==> src/rtl/weight_fifo_pkg.sv <==
// Shared constants and helpers for the weight lane FIFO and its skew delay lines.
// Lane packing helper `WF_LANE is used by weight_lane_fifo in both skew builds.
`define WF_LANE(bus, idx, w) bus[(idx)*(w) +: (w)]

package weight_fifo_pkg;

   localparam int DEF_DATA_WIDTH = 8;
   localparam int DEF_NUM_LANES  = 4;
   localparam int DEF_DEPTH      = 8;

   // A pointer must address DEPTH slots; count must also represent DEPTH itself.
   function automatic int ptr_width(input int depth);
      return (depth > 1) ? $clog2(depth) : 1;
   endfunction

   function automatic int cnt_width(input int depth);
      return $clog2(depth + 1);
   endfunction

endpackage

==> src/rtl/lane_skew_delay.sv <==
// Delay line of STAGES resettable data+valid registers for one weight lane.
// STAGES = 0 degenerates to a wire so lane 0 keeps single-cycle latency.
module lane_skew_delay
#(
   parameter int DATA_WIDTH = 8,
   parameter int STAGES     = 1
) (
   input  logic                  clk,
   input  logic                  reset,
   input  logic                  flush,
   input  logic [DATA_WIDTH-1:0] din,
   input  logic                  din_valid,
   output logic [DATA_WIDTH-1:0] dout,
   output logic                  dout_valid
);

   if (STAGES == 0) begin : g_pass
      logic unused_ctrl;
      assign unused_ctrl = ^{clk, reset, flush};
      assign dout        = din;
      assign dout_valid  = din_valid;
   end else begin : g_chain
      logic signed [DATA_WIDTH-1:0] data_p [STAGES];
      logic                         vld_p  [STAGES];

      // stage boundary: every register shifts each cycle, there is no stall path
      always_ff @(posedge clk) begin
         if (reset || flush) begin
            for (int s = 0; s < STAGES; s++) begin
               data_p[s] <= '0;
               vld_p[s]  <= 1'b0;
            end
         end else begin
            data_p[0] <= $signed(din);
            vld_p[0]  <= din_valid;
            for (int s = 1; s < STAGES; s++) begin
               data_p[s] <= data_p[s-1];
               vld_p[s]  <= vld_p[s-1];
            end
         end
      end

      assign dout       = data_p[STAGES-1];
      assign dout_valid = vld_p[STAGES-1];
   end

endmodule

==> src/rtl/weight_lane_fifo.sv <==
// Multi-lane circular weight buffer with push/pop handshake and registered read row.
// Defining WEIGHT_FIFO_SKEW_EN delays lane i by i extra cycles (systolic wavefront).
module weight_lane_fifo
   import weight_fifo_pkg::*;
#(
   parameter int DATA_WIDTH = DEF_DATA_WIDTH,
   parameter int NUM_LANES  = DEF_NUM_LANES,
   parameter int DEPTH      = DEF_DEPTH
) (
   input  logic                            clk,
   input  logic                            reset,
   input  logic                            flush,
   input  logic                            push,
   input  logic [NUM_LANES*DATA_WIDTH-1:0] din,
   input  logic                            pop,
   output logic [NUM_LANES*DATA_WIDTH-1:0] dout,
   output logic [NUM_LANES-1:0]            dout_valid,
   output logic                            full,
   output logic                            empty,
   output logic [$clog2(DEPTH+1)-1:0]      count
);

   localparam int PW = ptr_width(DEPTH);
   localparam int CW = cnt_width(DEPTH);
   localparam int WW = NUM_LANES * DATA_WIDTH;

   logic [WW-1:0] mem [DEPTH];
   logic [PW-1:0] wr_ptr;
   logic [PW-1:0] rd_ptr;
   logic [CW-1:0] cnt_q;
   logic          push_acc;
   logic          pop_acc;
   logic [WW-1:0] rd_data_p0;
   logic          rd_vld_p0;

   function automatic logic [PW-1:0] ptr_inc(input logic [PW-1:0] p);
      return (p == PW'(DEPTH - 1)) ? '0 : p + PW'(1);
   endfunction

   // Full is strict: a same-cycle pop never frees room for a push.
   assign full     = (cnt_q == CW'(DEPTH));
   assign empty    = (cnt_q == '0);
   assign count    = cnt_q;
   assign push_acc = push & ~full;
   assign pop_acc  = pop & ~empty;

   always_ff @(posedge clk) begin
      if (reset || flush) begin
         wr_ptr <= '0;
         rd_ptr <= '0;
         cnt_q  <= '0;
      end else begin
         if (push_acc) wr_ptr <= ptr_inc(wr_ptr);
         if (pop_acc)  rd_ptr <= ptr_inc(rd_ptr);
         case ({push_acc, pop_acc})
            2'b10:   cnt_q <= cnt_q + CW'(1);
            2'b01:   cnt_q <= cnt_q - CW'(1);
            default: cnt_q <= cnt_q;
         endcase
      end
   end

   always_ff @(posedge clk) begin
      if (push_acc && !reset && !flush) mem[wr_ptr] <= din;
   end

   // stage p0: read register, holds its word between pops
   always_ff @(posedge clk) begin
      if (reset || flush) begin
         rd_data_p0 <= '0;
         rd_vld_p0  <= 1'b0;
      end else begin
         rd_vld_p0 <= pop_acc;
         if (pop_acc) rd_data_p0 <= mem[rd_ptr];
      end
   end

   for (genvar i = 0; i < NUM_LANES; i++) begin : g_lane
`ifdef WEIGHT_FIFO_SKEW_EN
      lane_skew_delay #(
         .DATA_WIDTH (DATA_WIDTH),
         .STAGES     (i)
      ) u_skew (
         .clk        (clk),
         .reset      (reset),
         .flush      (flush),
         .din        (`WF_LANE(rd_data_p0, i, DATA_WIDTH)),
         .din_valid  (rd_vld_p0),
         .dout       (`WF_LANE(dout, i, DATA_WIDTH)),
         .dout_valid (dout_valid[i])
      );
`else
      assign `WF_LANE(dout, i, DATA_WIDTH) = `WF_LANE(rd_data_p0, i, DATA_WIDTH);
      assign dout_valid[i] = rd_vld_p0;
`endif
   end

endmodule

==> config.mk <==
export PLATFORM = sky130hd
export DESIGN_NAME = weight_lane_fifo
export DESIGN_NICKNAME = d
export VERILOG_FILES = /design/src/rtl/weight_fifo_pkg.sv /design/src/rtl/lane_skew_delay.sv /design/src/rtl/weight_lane_fifo.sv
export SDC_FILE = /design/constraint.sdc
export NUM_CORES = 1
export LEC_CHECK = 0
export BUFFER_PORTS_ARGS = -buffer_cell sky130_fd_sc_hd__buf_2
export CAP_MARGIN = 20
export CORE_ASPECT_RATIO = 0.7
export CORE_MARGIN = 4
export CORE_UTILIZATION = 59
export DETAILED_ROUTE_END_ITERATION = 6
export HOLD_SLACK_MARGIN = 0.1
export PLACE_DENSITY_LB_ADDON = 0.12
export SYNTH_ARGS = -nofsm -noshare
export SYNTH_HDL_FRONTEND = slang
export SYNTH_SLANG_ARGS = --single-unit
==> constraint.sdc <==
create_clock -name clk -period 7.6 [get_ports clk]
set_input_delay 1.14 -clock clk [delete_from_list [all_inputs] [get_ports clk]]
set_output_delay 1.14 -clock clk [all_outputs]
set_load 0.005 [all_outputs]
==> results of run 1 <==
==> placed cells by master, fill, tap and decap left out, types with 2 or more instances in the layout <==
| cell type | instances |
|---|---|
| buf_12 | 3 |
| mux4_2 | 64 |
| nand2_1 | 7 |
| nor3_1 | 2 |
| clkbuf_1 | 3 |
| buf_2 | 78 |
| ha_1 | 7 |
| nor2_1 | 41 |
| xor2_1 | 2 |
| edfxtp_1 | 256 |
| nor2_4 | 6 |
| nand2b_1 | 2 |
| o21ai_1 | 9 |
| clkinv_1 | 4 |
| clkbuf_8 | 2 |
| bufinv_16 | 3 |
| a21oi_1 | 8 |
| o22ai_1 | 32 |
| clkbuf_16 | 27 |
| buf_4 | 5 |
| dfxtp_1 | 41 |
| inv_1 | 3 |
| nor3_2 | 2 |
| o21ai_0 | 24 |
| clkinv_2 | 9 |
==> per-stage QoR <==
| stage | hold slack, ns | utilization | area [µm²] |
|---|---|---|---|
| global route | 0.522 | 0.696 | 12700 |
| floorplan | 0.488 | - | 11200 |
| finish | 0.495 | 0.696 | 12700 |
| detailed placement | 0.479 | 0.644 | 11800 |
| global placement | 0.471 | 0.642 | 11700 |
| CTS | 0.498 | 0.693 | 12600 |
==> sequential cells by signal, summed over array words and instances (netlist names) <==
register   flops
count          4
mem          256
rd_ptr         3
rd_vld_p0      1
dout          32
wr_ptr         3
==> power breakdown <==
| part | switching, mW | leakage [nW] | internal (mW) |
|---|---|---|---|
| Sequential | 0.00871 | 2.66 | 1.79 |
| Clock | 0.564 | 0.439 | 0.774 |
| Combinational | 0.0608 | 1.16 | 0.0382 |
| Total | 0.633 | 4.25 | 2.60 |
==> per-layer routing <==
layer	track usage	vias to the layer above	wire length, µm
met5	0	-	0
li1	-	2450	-
met3	0.0313	21	1410
met4	0.0417	0	206
met1	0.322	2871	9450
met2	0.322	200	10100
==> worst reg2reg max path: stages (launching register included) <==
cell and delay, ns:
dfxtp_1 0.39, o41ai_4 0.58, inv_4 0.30, ha_1 0.35, ha_1 0.35, nand3_1 0.10
a211oi_1 0.29, o21ai_0 0.13, o31ai_1 0.07
==> path summary, 6_finish.rpt <==
path | slack, ns | to | from | cells after the start
worst min register to register | 0.49 | dout[28]$_SDFFE_PP0P_ | dout[28]$_SDFFE_PP0P_ | 2
worst min-delay path | 0.49 | dout[28]$_SDFFE_PP0P_ | dout[28]$_SDFFE_PP0P_ | 2
worst max register to register | 4.96 | count[3]$_SDFFE_PP0P_ | count[3]$_SDFFE_PP0P_ | 8
worst max-delay path | 4.61 | mem[7][7]$_DFFE_PP_ | reset | 5
==> cell type report <==
type	count	area, µm²
clock buffers	32	714
clock inverters	18	166
fillers	1149	5560
inverters	4	17.5
multi-input cells	225	2430
flip-flops and latches	299	8550
well taps	236	295
repair buffers	88	527
==> cell families after synthesis <==
logic type,count (synthesis)
flops,299
buf+inv,37
xor+xnor,2
fa+ha+maj,8
compound gates,77
simple gates,73
mux,65
==> results.cfg, run 1 <==
[global_route]
gr-total-overflow = 0
grt_pass1_vias = 5578
grt_max_degree = 54
grt_pass1_wl_mm = 33.1
grtUsageTotal = 0.207
grt_antenna_before_repair = 0

[run]
cap_violations = 0

[floorplanning]
die_h_um = 123
core-area_um2 = 18300
die-area_um2 = 21200
ioPinCount = 79
die_w_um = 172
start_util = 0.611
num_rows = 41

[sta]
setup_viol = 0
setup_tns_ns = 0
max_slew.worst_pin.slew_ns = 1.07
setup_ws_ns = 4.61
rsz0062_at_grt = no
max_freq_mhz = 334
period_needed_ns = 2.99
maxSlewViolCount = 0
slew_headroom = 0.285
skew_ns = 0.0108
hold_viol = 0
period_share = 0.394

[critical_path]
worst_ep_arrival_time_ns = 3.13
critPathTopFamily = simple AND/OR/NAND/NOR gates
start_kind = input pin
critPathRequiredTime_ns = 7.74
critPathKind = input pin to flip-flop
end_kind = flip-flop
cp_cell_sequence = buf_2 -> nor2_2 -> buf_4 -> nand4b_1 -> nor2_4
cp_num_buf_inv = 2
slowest_delay_ns = 0.97
cp_slowest_cell = nor2_4
worst-path-max-fanout = 34

[yosys]
synth-edff-count = 256
synth_compound_area_frac = 0.0411
synthMuxAreaShare = 0.130
synthArstFlopShare = 0
synth_fp_nets = 606
synthAdderAreaFrac = 0.00965
yosys_warnings = 0
synth_top_area_frac = 0.689
yosysMostFrequentCell = edfxtp_1
synth.area.top_cells = edfxtp_1 (69%), mux4_2 (13%), dfxtp_1 (7.7%), o22ai_1 (1.8%), nor2_1 (1.6%)
ys_ff_latch = 299
synthXorXnorAreaFrac = 0.00157
ys_seq_area_frac = 0.766
synthTopCellsByCount = edfxtp_1 (256), mux4_2 (64), nor2_1 (48)
syn_inst = 561
synthFlopType = edfxtp_1
yosys.area_share.simple = 0.0305
synth_top_family_by_area = multiplexers
ys_types = 40
synth_top_cell_by_area = edfxtp_1
avgSynthCellArea_um2 = 19.9
synth_area_um2 = 11200

[clock_tree]
clk_path_buf_depth = 3
clk_latency_ns = 0.52
cts_made_buffers = 27
root_buffer = clkbuf_16
cts.sinks = 299
post_cts_buffers = 0
tritoncts = yes
clkTransAtPathRegs_ns = 0.07
htreeDepth = 1
cts_hold_buf = 0
cts.repair.resized = 0

[place]
place.gp.congestion = 0.715
io_buffers = 78
dp_slack_ns = 3.73
dp_hpwl_mm = 11.9
dp_cells = 849

[cells_and_area]
drive_gt1_frac = 0.318
fin_nets = 690
area_growth_syn_to_layout_pct = 13.9
n_antenna_cell = 0
final_cells = 902

[pwr]
power_leakage_nw = 4.25
p_per_area_nw_per_um2 = 255
power_mw = 3.24
ir_drop_v = 0.000210

[routing]
wl_per_cell_um = 23.5
via_per_inst = 6.14
wl_mm = 21.2
drc = 0
vias = 5542
ant_nets = 0
dr.pass1.iters = 5
drtIter0Drc = 605

[hold_path]
min_path_type = flip-flop to flip-flop

[status]
status = finished clean
Power figures use the tool's default switching activity.
==> run 2, diff against run 1 <==
==> constraint.sdc (replaced) <==
create_clock -name clk -period 2.9 [get_ports clk]
set_input_delay 0.435 -clock clk [delete_from_list [all_inputs] [get_ports clk]]
set_output_delay 0.435 -clock clk [all_outputs]
set_load 0.005 [all_outputs]
==> run 2 against run 1 <==
  * Sequential share of layout area down 0.57 points
  * Largest cell class unchanged
  * Global-route usage is 0.55 points higher
  * Count of clock-buffer cells in the layout up 4
  * Utilization up 0.59 points
  * Worst setup slack got worse by 4.2 ns
  * Via count fell by 0.14%
  * Sequential cell count did not move
  * Wire length rose by 1.3%
  * Design area up 0.85%
  * Sequential power grew to 2.6 times the previous value
  * First-iteration DRC count down 3.3%
==> results.cfg, run 2 (synthesized netlist as in run 1, its figures left out) <==
[pwr]
p_switching_mw = 1.63
pwr-share-clk = 0.415
power_leakage_nw = 4.29
switching_share = 0.192
pwr-share-comb = 0.031
p_per_area_nw_per_um2 = 664
internal_power_mw = 6.88
power_mw = 8.51
ir_drop_v = 0.000376
seqPwrFrac = 0.554

[global_route]
gr-total-overflow = 0
grt_max_degree = 42
grt_pass1_vias = 5613
grt_antenna_before_repair = 0
grtUsageTotal = 0.212
grt_pass1_wl_mm = 33.6

[floorplanning]
num_rows = 41
die_h_um = 123
die_w_um = 172
die-area_um2 = 21200
ioPinCount = 79
start_util = 0.611
core-area_um2 = 18300

[cells_and_area]
final_cell_area_um2 = 12800
largest-register = mem
layout_commonest_cell = edfxtp_1
area_growth_syn_to_layout_pct = 14.9
largest_register_ffs = 256
final_cells = 911
final_cell_mix = edfxtp_1 (256), buf_2 (78), mux4_2 (64)
drive_gt1_frac = 0.323
n_antenna_cell = 0
utilization = 0.702
num-fill-cells = 1131
fin_nets = 699

[sta]
skew_ns = 0.0140
max_slew.worst_pin.slew_ns = 0.606
period_needed_ns = 2.45
hold_viol = 0
maxSlewViolCount = 0
setup_viol = 0
slew_headroom = 0.596
rsz0062_at_grt = no
max_freq_mhz = 408
whs_ns = 0.167
period_share = 0.844

[clock_tree]
cts_made_buffers = 27
root_buffer = clkbuf_16
clkTransAtPathRegs_ns = 0.06
post_cts_buffers = 0
clk_path_buf_depth = 3
cts_hold_buf = 0
cts.repair.resized = 0
clk_latency_ns = 0.53
htreeDepth = 1
cts.sinks = 299
tritoncts = yes

[critical_path]
end_kind = flip-flop
cp_slowest_cell = nor2_4
critPathTopFamily = simple AND/OR/NAND/NOR gates
cp_num_buf_inv = 1
worst_ep_arrival_time_ns = 2.66
worst-path-max-fanout = 21
critPathKind = flip-flop to flip-flop
cp_cell_sequence = nor3_1 -> and2_1 -> nand4b_1 -> nor2_4 -> buf_12
slowest_delay_ns = 0.59
critPathRequiredTime_ns = 3.11
start_kind = flip-flop

[place]
dp_hpwl_mm = 11.9
dp_cells = 861
io_buffers = 78
place.gp.congestion = 0.745
postPlaceCellArea_um2 = 11900

[run]
cap_violations = 0

[status]
status = finished clean

[routing]
via_per_inst = 6.07
ant_nets = 0
wl_per_cell_um = 23.6
drc = 0
dr.pass1.iters = 5
vias = 5534
wl_mm = 21.5
drtIter0Drc = 585

[hold_path]
min_path_type = input pin to flip-flop
-- run 2: cell types whose count changed in the layout (fill, tap and decap cells not counted), sizes merged --
cell    previous run  this run
clkbuf            32        36
clkinv            13         9
buf               88        97
-- run 2: final timing paths --
check / start / end / slack (ns) / cells after the start
setup / recovery: count[0]$_SDFFE_PP0P_ / mem[6][28]$_DFFE_PP_ / 0.45 / 5
hold reg to reg: dout[26]$_SDFFE_PP0P_ / dout[26]$_SDFFE_PP0P_ / 0.49 / 2
hold / removal: din[19] / mem[1][19]$_DFFE_PP_ / 0.17 / 1
setup reg to reg: count[0]$_SDFFE_PP0P_ / mem[6][28]$_DFFE_PP_ / 0.45 / 5
-- run 2: power by group through the flow --
stage / registers (mW) / clock network (mW) / logic [mW]
2_1_floorplan: 4.81 / 0 / 0.142
3_3_place_gp: 4.81 / 0 / 0.258
3_5_place_dp: 4.81 / 0 / 0.267
4_1_cts: 4.72 / 3.59 / 0.269
5_1_grt: 4.72 / 3.81 / 0.294
6_report: 4.72 / 3.53 / 0.266
-- run 2: area by class of cell --
class,count,area (µm²),share of cell area
flip-flops and latches,299,8550,0.668
inverters,4,17.5,0.00137
clock buffers,36,749,0.0585
clock inverters,14,145,0.0113
repair buffers,97,608,0.0475
well taps,236,295,0.0230
multi-input cells,225,2440,0.191
-- run 2: stage by stage --
step | setup TNS (ns) | setup slack, ns
floorplan | -12.54 | -0.166
global placement | 0 | 0.562
detailed placement | 0 | 0.442
CTS | 0 | 0.407
global route | 0 | 0.318
finish | 0 | 0.451
-- run 2: routing by layer --
layer  share of wire  wire length, µm  vias up  global-route usage
met5               0                0        -                   0
met4           0.013              272        0              0.0383
met3           0.063             1360       22              0.0288
met2            0.47            10200      197               0.328
met1            0.45             9690     2857               0.338
li1                -                -     2458                   -
==> run 3, diff against run 2 <==
--- a/config.mk
+++ b/config.mk
@@ -5,6 +5,7 @@
 export SDC_FILE = /design/constraint.sdc
 export NUM_CORES = 1
 export LEC_CHECK = 0
+export ABC_AREA = 1
 export BUFFER_PORTS_ARGS = -buffer_cell sky130_fd_sc_hd__buf_2
 export CAP_MARGIN = 20
 export CORE_ASPECT_RATIO = 0.7
==> constraint.sdc (replaced) <==
create_clock -name clk -period 2.4 [get_ports clk]
set_input_delay 0.36 -clock clk [delete_from_list [all_inputs] [get_ports clk]]
set_output_delay 0.36 -clock clk [all_outputs]
set_load 0.005 [all_outputs]
==> run 3 against run 2 <==
  * Area after synthesis grew 15%
  * Die area grew 14%
  * Combinational power grew to 2.8 times the previous value
  * Sequential power grew 21%
  * Design area grew 15%
  * Clock power grew 36%
  * Count of clock-buffer cells in the layout shrank 1
  * Worst setup slack lost 0.20 ns
  * Non-clock buffer count grew 26
  * Clock skew shrank 0.0014 ns
  * Sequential share of layout area shrank 9.0 points
  * Global-route usage grew 1.9 points
==> results.cfg, run 3 <==
[cells_and_area]
largest_register_ffs = 256
layout_commonest_cell = nand2_1
area_growth_syn_to_layout_pct = 15.3
final_cell_area_um2 = 14800
drive_gt1_frac = 0.120
final_cells = 1702
fin_nets = 1449
final_cell_mix = nand2_1 (373), inv_1 (304), edfxtp_1 (256)
n_antenna_cell = 0
largest-register = mem

[yosys]
synth-edff-count = 256
ys_seq_area_frac = 0.666
ys_types = 18
avgSynthCellArea_um2 = 9.76
synth.area.top_cells = edfxtp_1 (60%), nand2_1 (11%), inv_1 (8.9%), nand3_1 (7.6%), dfxtp_1 (6.7%)
yosys_warnings = 0
synth_top_cell_by_area = edfxtp_1
synthArstFlopShare = 0
synthTopCellsByCount = nand2_1 (373), inv_1 (305), edfxtp_1 (256)
yosysMostFrequentCell = nand2_1
synthFlopType = edfxtp_1
ys_ff_latch = 299
synth_area_um2 = 12800
synth_top_area_frac = 0.599
synth_fp_nets = 1360
syn_inst = 1315

[floorplanning]
ioPinCount = 79
num_rows = 44
die-area_um2 = 24200
die_h_um = 131
start_util = 0.610
die_w_um = 184
core-area_um2 = 21000

[clock_tree]
post_cts_buffers = 0
root_buffer = clkbuf_16
cts_hold_buf = 13
tritoncts = yes
htreeDepth = 1
clk_latency_ns = 0.54
cts.repair.resized = 0
cts.sinks = 299
cts_made_buffers = 28
clk_path_buf_depth = 3
clkTransAtPathRegs_ns = 0.07

[pwr]
p_per_area_nw_per_um2 = 762
ir_drop_v = 0.000574
power_mw = 11.3
power_leakage_nw = 6.77

[critical_path]
start_kind = flip-flop
reg2reg_slack_ns = 0.25
critPathRequiredTime_ns = 2.64
worst-path-max-fanout = 17
reg2reg_from = count[1]$_SDFFE_PP0P_
critPathKind = flip-flop to flip-flop
crit_end = mem[6][26]$_DFFE_PP_
rr_worst_depth = 7
end_kind = flip-flop
r2r_end = mem[6][26]$_DFFE_PP_
cp-startpoint = count[1]$_SDFFE_PP0P_
worst_ep_arrival_time_ns = 2.40

[sta]
slew_headroom = 0.607
rsz0062_at_grt = no
period_needed_ns = 2.15
skew_ns = 0.0126
max_slew.worst_pin.slew_ns = 0.590
period_share = 0.897
maxSlewViolCount = 0
setup_ws_ns = 0.248
setup_viol = 0
max_freq_mhz = 465
hold_viol = 0

[status]
status = finished clean

[routing]
wl_per_cell_um = 16.6
via_per_inst = 5.12
wl_mm = 28.2
ant_nets = 0
dr.pass1.iters = 5
drc = 0
vias = 8709
drtIter0Drc = 715

[global_route]
grt_antenna_before_repair = 0
grtUsageTotal = 0.232
grt_max_degree = 131
grt_pass1_wl_mm = 44.7
grt_pass1_vias = 8192
gr-total-overflow = 0

[hold_path]
min_path_type = input pin to flip-flop

[place]
place.gp.congestion = 0.791
dp_hpwl_mm = 16.3
postPlaceCellArea_um2 = 13600
io_buffers = 78
dp_slack_ns = 0.271
dp_cells = 1637

[run]
cap_violations = 0
-- run 3: changes by cell type after synthesis, sizes merged, moves of 25 or more --
| cell | change |
|---|---|
| o21ai | -25 |
| nand3 | +194 |
| buf | +35 |
| inv | +303 |
| nand2 | +365 |
| mux4 | -64 |
| o22ai | -32 |
| nor2 | -30 |
| a21oi | +33 |
-- run 3: logic make-up after synthesis --
group / count (synthesis) / share of synthesized area
compound gates: 49 / 0.0191
flops: 299 / 0.666
simple gates: 587 / 0.191
fa+ha+maj: 8 / 0.00838
buf+inv: 371 / 0.115
xor+xnor: 1 / 0.000683
-- run 3: final cells by class --
class / instances / area, µm²
clock buffer: 35 / 777
clock inverter: 17 / 241
fill: 1543 / 6230
inverter: 307 / 1150
multi-input combinational: 645 / 2880
sequential: 299 / 8550
tap: 276 / 345
timing repair buffer: 123 / 848
-- run 3: power by group --
part | switching, mW | internal (mW)
registers | 0.0276 | 5.69
clock network | 1.88 | 2.93
logic | 0.506 | 0.237
total | 2.41 | 8.87
-- run 3: worst min-delay path by stage --
stage                               start               endpoint  cells after the start
global placement     dout[5]$_SDFFE_PP0P_   dout[5]$_SDFFE_PP0P_                      4
CTS                               din[19]   mem[4][19]$_DFFE_PP_                      1
finish                             din[7]    mem[1][7]$_DFFE_PP_                      1
global route                      din[14]   mem[5][14]$_DFFE_PP_                      1
floorplan                          din[0]    mem[0][0]$_DFFE_PP_                      0
detailed placement  dout[23]$_SDFFE_PP0P_  dout[23]$_SDFFE_PP0P_                      4
-- run 3: through the flow --
stage                     utilization  TNS, ns  hold WS, ns
after CTS                       0.704        0        0.100
after floorplan                     -   -71.24        0.459
after global placement          0.649        0        0.496
after global routing            0.704        0        0.106
final                           0.704        0        0.119
after detailed placement        0.649        0        0.498
-- run 3: routing by layer --
layer | global-route usage | routed length (µm) | up-vias
li1 | - | - | 4307
met4 | 0.0390 | 299 | 0
met2 | 0.372 | 13200 | 317
met3 | 0.0329 | 2110 | 26
met5 | 0 | 0 | -
met1 | 0.348 | 12600 | 4059
-- run 3: worst max-delay path, stage by stage (launching register included) --
cell and delay [ns]:
dfxtp_1 0.39, nor2_1 0.08, nand3_1 0.08, nand2_1 0.20, nor2_1 0.20, nand2_1 0.26
nor2_4 0.40, buf_12 0.23
